`config.mk`:
```
export PLATFORM = sky130hd
export DESIGN_NAME = adder_20
export DESIGN_NICKNAME = d
export VERILOG_FILES = /design/src/rtl/adder_20_pkg.sv /design/src/rtl/adder_20_full_adder.sv /design/src/rtl/adder_20.sv
export SDC_FILE = /design/constraint.sdc
export NUM_CORES = 1
export LEC_CHECK = 0
export ABC_AREA = 0
export BUFFER_PORTS_ARGS = -buffer_cell sky130_fd_sc_hd__buf_2
export CAP_MARGIN = 20
export CORE_AREA = 2 2 39 41
export CTS_CLUSTER_DIAMETER = 80
export CTS_CLUSTER_SIZE = 10
export DETAILED_ROUTE_END_ITERATION = 7
export DIE_AREA = 0 0 41 43
export PLACE_DENSITY = 0.52
export SYNTH_ARGS = -nofsm -noshare
export SYNTH_HDL_FRONTEND = slang
export SYNTH_HIERARCHICAL = 1
export SYNTH_SLANG_ARGS = --single-unit
```
`constraint.sdc`:
```
create_clock -name clk -period 0.8 [get_ports clk]
set_clock_uncertainty 0.05 [all_clocks]
set_input_delay 0.12 -clock clk [delete_from_list [all_inputs] [get_ports clk]]
set_output_delay 0.12 -clock clk [all_outputs]
set_load 0.02 [all_outputs]
```
`src/rtl/adder_20_pkg.sv`:
```
// Shared widths and types for the registered 3-bit ripple adder.
//   OPW       : operand width (A, B)
//   SUMW      : sum width (A + B + cin, carry-out as MSB)
//   operand_t : one operand
//   sum_t     : one registered sum
package adder_20_pkg;

  localparam int unsigned OPW  = 3;
  localparam int unsigned SUMW = 4;

  typedef logic [OPW-1:0]  operand_t;
  typedef logic [SUMW-1:0] sum_t;

endpackage : adder_20_pkg

```
`src/rtl/adder_20_full_adder.sv`:
```
// One-bit full adder cell used to build the ripple chain.
//   a, b : addend bits
//   ci   : carry in
//   s    : sum bit
//   co   : carry out
module full_adder (
  input  logic a,
  input  logic b,
  input  logic ci,
  output logic s,
  output logic co
);

  logic half_sum;

  assign half_sum = a ^ b;
  assign s        = half_sum ^ ci;
  assign co       = (a & b) | (ci & half_sum);

endmodule : full_adder

```
`src/rtl/adder_20.sv`:
```
// Registered 3-bit adder: S = A + B + cin, one result per valid input, 1-cycle latency.
//   clk, rst_n     : clock, asynchronous active-low reset
//   in_valid       : qualifies pi6..pi0 this cycle
//   pi6..pi4       : operand A (pi6 = MSB)
//   pi3..pi1       : operand B (pi3 = MSB)
//   pi0            : carry in
//   po3..po0       : registered sum (po3 = MSB, the final carry)
//   out_valid      : sum register was loaded on the last edge
module adder_20
  import adder_20_pkg::*;
(
  input  logic clk,
  input  logic rst_n,
  input  logic in_valid,
  input  logic pi6,
  input  logic pi5,
  input  logic pi4,
  input  logic pi3,
  input  logic pi2,
  input  logic pi1,
  input  logic pi0,
  output logic po3,
  output logic po2,
  output logic po1,
  output logic po0,
  output logic out_valid
);

  operand_t       op_a;
  operand_t       op_b;
  operand_t       bit_sum;
  logic [OPW:0]   carry;
  sum_t           sum_next;
  sum_t           sum_q;
  logic           valid_q;

  assign op_a     = {pi6, pi5, pi4};
  assign op_b     = {pi3, pi2, pi1};
  assign carry[0] = pi0;

  // Ripple chain: carry out of each cell feeds the next, last carry becomes S[3].
  for (genvar i = 0; i < OPW; i++) begin : g_ripple
    full_adder u_fa (
      .a  (op_a[i]),
      .b  (op_b[i]),
      .ci (carry[i]),
      .s  (bit_sum[i]),
      .co (carry[i+1])
    );
  end

  assign sum_next = {carry[OPW], bit_sum};

  // Sum holds unless a valid input arrives; the flag tracks whether it just loaded.
  always_ff @(posedge clk or negedge rst_n) begin
    if (!rst_n) begin
      sum_q   <= '0;
      valid_q <= 1'b0;
    end else begin
      valid_q <= in_valid;
      if (in_valid) begin
        sum_q <= sum_next;
      end
    end
  end

  assign {po3, po2, po1, po0} = sum_q;
  assign out_valid            = valid_q;

endmodule : adder_20

```
==> flow_metrics.py, run 1 <==
metrics = {
    "run_status": {
        "result_of_the_run": "complete, but fails checks",
        "violated_checks": "negative setup slack",
    },
    "worst_setup_path": {
        "worst-endpoint-arrival_ns": 1.60,
        "timing.critical_path.slowest_cell_delay_ns": 0.40,
        "critPathLaunch": "pi4",
        "timing.reg2reg.worst_path_depth": 1,
        "worstPathRequired_ns": 0.87,
        "crit_type": "in2reg",
        "timing.rr.end": "sum_q[3]",
        "path_max_fanout": 1,
        "regToRegSetupSlack_ns": -0.03,
        "critPathLaunchType": "primary input",
        "critical-path-slowest-cell": "sky130_fd_sc_hd__fa_2",
        "timing.critical_path.cells": "buf_6, fa_2, fa_2, fa_2, mux2_4",
        "critical_path.endpoint_type": "register",
        "source_of_the_worst_register_to_register_timing_path": "sum_q[3]",
        "endpoint": "sum_q[2]",
        "cp_common_cell": "sky130_fd_sc_hd__fa_2",
    },
    "sta": {
        "final.setup.worst_slack_ns": -0.732,
        "final_max_tran_viols": 0,
        "final_period_minus_worst_setup_slack_ns": 1.53,
        "achievable-frequency_ghz": 0.653,
        "finalHoldViolations": 0,
        "relSlewSlack_pct": 91.4,
        "unrepaired_setup_endpoints_after_global_routing": "true",
        "tightestPinTransition_ns": 0.130,
        "setup-violations-final": 9,
        "final.period_utilization_pct": 191,
    },
    "clocking": {
        "worst_skew_pair.late_latency_ns": 0.24,
        "maximum_clock_insertion_buffer_count": 2,
        "numClockSinks": 5,
        "number_of_buffers_created_by_cts": 3,
        "tritoncts": "done",
        "postCtsSetupBuffers": 0,
        "htree_num_levels": 1,
        "clkTransAtPathRegs_ns": 0.04,
        "cts-root-buf": "sky130_fd_sc_hd__clkbuf_4",
    },
    "run": {
        "max_capacitance_violation_count": 0,
    },
    "cells_and_area": {
        "layoutNonFillerInstCount": 47,
        "antenna_cells_inserted": 0,
        "area.growth.synth_to_final_pct": 79.3,
        "fillCellCount": 143,
        "most_common_cell_after_layout_fill_and_taps_aside": "sky130_fd_sc_hd__buf_2",
        "num-nets-final": 45,
        "layout_common_cells": "8 x sky130_fd_sc_hd__buf_2, 6 x sky130_fd_sc_hd__buf_6, 5 x sky130_fd_sc_hd__dfrtp_1",
        "drive_above_1_share_pct": 77.4,
    },
    "placement": {
        "port_buffers": 14,
        "instance_count_after_placement_with_tap_cells_included": 42,
        "detailedPlace.worstSlack_ns": -1.04,
        "gp_congestion": 0.608,
    },
    "synth": {
        "postSynthAreaPerCell_um2": 19.2,
        "synthDominantAreaCellType": "sky130_fd_sc_hd__dfrtp_1",
        "syn_area_um2": 230,
        "yosys-top-cells-area": "sky130_fd_sc_hd__dfrtp_1 54%, sky130_fd_sc_hd__fa_1 26%, sky130_fd_sc_hd__mux2_2 20%",
        "ys_ff_latch": 5,
        "synth_largest_type_area_fraction_pct": 54.3,
        "synth_cell_type_count": 3,
        "yosys_warnings": 6,
        "synth_seq_area_share_pct": 54.3,
        "synthCells": 12,
        "syn-num-nets": 25,
    },
    "pwr": {
        "max-vdd-ir-drop_mv": 1.03,
        "cellLeakagePower_nw": 0.193,
        "power.density_cell_area_mw_per_mm2": 2180,
    },
    "global_routing": {
        "antenna_found_initial": 0,
        "grt_use_total_pct": 7.29,
        "overflow_left_after_global_routing": 0,
        "number_of_global_route_vias_before_repair": 181,
        "maximum_number_of_pins_on_one_net_before_global_route_repair": 6,
        "global_route_wire_length_before_repair_um": 759,
    },
    "floorplanning": {
        "dieArea_mm2": 0.00176,
        "die_width_um": 41,
        "io_pins": 15,
        "core_mm2": 0.00138,
        "std_cell_rows": 14,
        "start_util_pct": 16.6,
        "chipHeight_um": 43,
    },
    "route": {
        "dr_total_vias": 169,
        "ant_nets": 0,
        "routedWlPerCell_um": 10.1,
        "drt_first_pass_iters": 2,
        "totalWireLength_um": 475,
        "drt_drc_violations_left": 0,
        "drtIter0Drc": 1,
        "viasPerCell": 3.60,
    },
    "min_path": {
        "hold_path.startpoint": "in_valid",
        "worstHoldPathType": "in2reg",
    },
}
==> synthesized netlist by cell type (all sizes together) <==
cell type  instances
dfrtp              5
fa                 3
mux2               4
==> report_power, final <==
group,switching (W),internal [W],leakage (nW)
Sequential,0.0000307,0.000298,0.0584
Clock,0.0000984,0.000188,0.0150
Combinational,0.000116,0.000167,0.120
==> flip-flops by register name, indices dropped and copies added, names as in the netlist <==
| name | flops |
|---|---|
| out_valid | 1 |
| sum_q | 4 |
==> cell type report <==
cell class	count	area, um2	area share (%)
Clock buffer	4	26.3	6.36
Multi-Input combinational cell	7	124	30.0
Sequential cell	5	125	30.3
Tap cell	16	20.0	4.85
Timing Repair Buffer	15	118	28.5
==> metal layers <==
metal,share of wire [%],global-route usage (%)
met1,43,9.60
met2,37,7.50
met3,19,8.38
met4,0,2.00
met5,0,0
==> cells by family (layout without fill, tap and decap cells) <==
kind of cell,Yosys count,in the layout,share of synthesized area [%]
fa+ha+maj,3,3,26.1
flops,5,5,54.3
mux,4,4,19.6
buf+inv,0,19,0
==> per-stage QoR <==
| step | power [W] | util [%] | hold slack [ns] | instance area [um2] | TNS [ns] |
|---|---|---|---|---|---|
| 2_1_floorplan | 0.000435 | - | -0.226 | 238 | -2.41 |
| 3_3_place_gp | 0.000524 | 23.7 | -0.114 | 328 | -2.96 |
| 3_5_place_dp | 0.000530 | 23.7 | -0.111 | 328 | -3.01 |
| 4_1_cts | 0.000915 | 29.6 | 0.0223 | 409 | -2.46 |
| 5_1_grt | 0.000967 | 29.8 | 0.0272 | 413 | -2.63 |
| 6_report | 0.000898 | 29.8 | 0.0324 | 413 | -2.42 |
==> critical path: cells and delay by family <==
family	cells	cell delay (ns)
adders and majority gates	3	1.12
muxes	1	0.27
buffers and inverters	1	0.09
==> worst min path at each step <==
| stage | to | cells past startpoint |
|---|---|---|
| 2_1_floorplan | out_valid | 0 |
| 3_3_place_gp | out_valid | 1 |
| 3_5_place_dp | sum_q[0] | 1 |
| 4_1_cts | out_valid | 1 |
| 5_1_grt | out_valid | 1 |
| 6_report | out_valid | 1 |
==> what timing repair did <==
action | 4_1_cts | 5_1_grt
setup endpoints to repair | 9 | 9
resized for setup | 13 | 1
hold buffers | 1 | 0
pin swaps | 1 | 0
hold endpoints to repair | 5 | 0
Note: power is estimated with default switching activity, not from simulation.
==> inputs of run 2 (changes only) <==
--- a/config.mk
+++ b/config.mk
@@ -14,6 +14,7 @@
 export DETAILED_ROUTE_END_ITERATION = 7
 export DIE_AREA = 0 0 41 43
 export PLACE_DENSITY = 0.52
+export SETUP_SLACK_MARGIN = 0.4
 export SYNTH_ARGS = -nofsm -noshare
 export SYNTH_HDL_FRONTEND = slang
 export SYNTH_HIERARCHICAL = 1
==> run 2 against run 1 <==
The flow finishes with violations (negative hold slack, negative setup slack). Fmax fell by 0.13%. Critical path depth did not move. Global-route usage rose by 0.70 points. Worst setup slack got worse by 0.0020 ns. Die area did not move. Total power rose by 3.8%. Highest routed layer unchanged.
==> flow_metrics.py, run 2 (synthesized netlist as in run 1, its figures left out) <==
metrics = {
    "pwr": {
        "power.density_cell_area_mw_per_mm2": 2270,
        "max-vdd-ir-drop_mv": 0.614,
        "cellLeakagePower_nw": 0.190,
    },
    "route": {
        "drtIter0Drc": 0,
        "viasPerCell": 3.67,
        "drt_drc_violations_left": 0,
        "routedWlPerCell_um": 12.2,
        "totalWireLength_um": 559,
        "dr_total_vias": 169,
        "ant_nets": 0,
        "drt_first_pass_iters": 1,
    },
    "floorplanning": {
        "core_mm2": 0.00138,
        "std_cell_rows": 14,
        "io_pins": 15,
        "chipHeight_um": 43,
        "dieArea_mm2": 0.00176,
        "start_util_pct": 16.6,
        "die_width_um": 41,
    },
    "sta": {
        "tightestPinTransition_ns": 0.146,
        "final_period_minus_worst_setup_slack_ns": 1.53,
        "setup-violations-final": 9,
        "final.setup.worst_slack_ns": -0.734,
        "fin_tns_setup_ns": -2.54,
        "unrepaired_setup_endpoints_after_global_routing": "true",
        "final.period_utilization_pct": 192,
        "achievable-frequency_ghz": 0.652,
        "final_max_tran_viols": 0,
        "finalHoldViolations": 5,
        "relSlewSlack_pct": 90.3,
        "worst_hold_slack_ns": -0.366,
    },
    "placement": {
        "detailedPlace.worstSlack_ns": -1.06,
        "port_buffers": 14,
        "gp_congestion": 0.568,
        "instance_count_after_placement_with_tap_cells_included": 42,
        "dp_hpwl_um": 447,
    },
    "cells_and_area": {
        "most_common_cell_after_layout_fill_and_taps_aside": "sky130_fd_sc_hd__buf_2",
        "layout_common_cells": "8 x sky130_fd_sc_hd__buf_2, 6 x sky130_fd_sc_hd__buf_6, 4 x sky130_fd_sc_hd__mux2_4",
        "antenna_cells_inserted": 0,
        "area.growth.synth_to_final_pct": 78.3,
        "layoutNonFillerInstCount": 46,
        "num-nets-final": 44,
        "max_reg_flops": 4,
        "largest_register": "sum_q",
        "drive_above_1_share_pct": 90.0,
        "fillCellCount": 141,
    },
    "clocking": {
        "cts-root-buf": "sky130_fd_sc_hd__clkbuf_4",
        "postCtsSetupBuffers": 0,
        "maximum_clock_insertion_buffer_count": 2,
        "tritoncts": "done",
        "numClockSinks": 5,
        "number_of_buffers_created_by_cts": 3,
        "clkTransAtPathRegs_ns": 0.05,
        "htree_num_levels": 1,
        "worst_skew_pair.late_latency_ns": 0.24,
    },
    "global_routing": {
        "antenna_found_initial": 0,
        "grt_use_total_pct": 8.00,
        "global_route_wire_length_before_repair_um": 841,
        "overflow_left_after_global_routing": 0,
        "maximum_number_of_pins_on_one_net_before_global_route_repair": 6,
        "number_of_global_route_vias_before_repair": 203,
    },
    "min_path": {
        "worstHoldPathType": "in2async",
    },
    "worst_setup_path": {
        "critical_path.endpoint_type": "register",
        "path_max_fanout": 1,
        "worst-endpoint-arrival_ns": 1.61,
        "critPathLaunchType": "primary input",
        "regToRegSetupSlack_ns": -0.05,
        "worstPathRequired_ns": 0.88,
        "timing.reg2reg.worst_path_depth": 1,
        "crit_type": "in2reg",
    },
    "run_status": {
        "violated_checks": "negative hold slack, negative setup slack",
        "result_of_the_run": "complete, but fails checks",
    },
    "run": {
        "max_capacitance_violation_count": 0,
    },
}
==> run 2: final timing paths <==
check	start	end
worst max register to register	sum_q[0]	sum_q[0]
worst max-delay path	pi0	sum_q[2]
worst min-delay path	rst_n	out_valid
worst min register to register	sum_q[1]	sum_q[1]
min in group clk	in_valid	out_valid
max in group asynchronous	rst_n	sum_q[3]
==> run 2: power by group <==
part	internal (W)	switching [W]	total [W]	leakage, nW
logic	0.000173	0.000121	0.000294	0.120
registers	0.000303	0.0000333	0.000336	0.0554
clock network	0.000189	0.000113	0.000302	0.0150
total	0.000665	0.000267	0.000932	0.190
==> run 2: per-layer routing <==
layer  up-vias  share of wire [%]  global-route usage, %
met5         -                  0                      0
met4         0                  0                   6.00
met3         0                 17                   5.24
met2        15                 43                   10.3
met1        79                 39                   8.91
li1         75                  -                      -
==> run 2: worst max-delay path, cell delays in order <==
cell and delay, ns:
sky130_fd_sc_hd__buf_6 0.09, sky130_fd_sc_hd__fa_2 0.38, sky130_fd_sc_hd__fa_2 0.35, sky130_fd_sc_hd__fa_2 0.40, sky130_fd_sc_hd__mux2_4 0.26
==> run 2: per-stage QoR <==
| step | total power, W | hold WS (ns) | area [um2] | utilization [%] |
|---|---|---|---|---|
| 3_3_place_gp | 0.000527 | -0.117 | 332 | 24.0 |
| 6_report | 0.000932 | -0.366 | 410 | 29.7 |
| 2_1_floorplan | 0.000441 | -0.226 | 241 | - |
| 5_1_grt | 0.000994 | -0.372 | 410 | 29.7 |
| 4_1_cts | 0.000947 | -0.372 | 410 | 29.7 |
| 3_5_place_dp | 0.000543 | -0.108 | 332 | 24.0 |
==> run 2: timing repair <==
action | 4_1_cts | 5_1_grt
hold endpoints to repair | 5 | 5
pin swaps | 2 | 0
resized for setup | 15 | 0
setup endpoints to repair | 9 | 9
==> run 2: final cells by class <==
| type | instances | area (um2) | area share, % |
|---|---|---|---|
| timing repair buffer | 14 | 108 | 26.2 |
| tap | 16 | 20.0 | 4.88 |
| multi-input combinational | 7 | 128 | 31.1 |
| clock buffer | 4 | 26.3 | 6.40 |
| sequential | 5 | 129 | 31.4 |
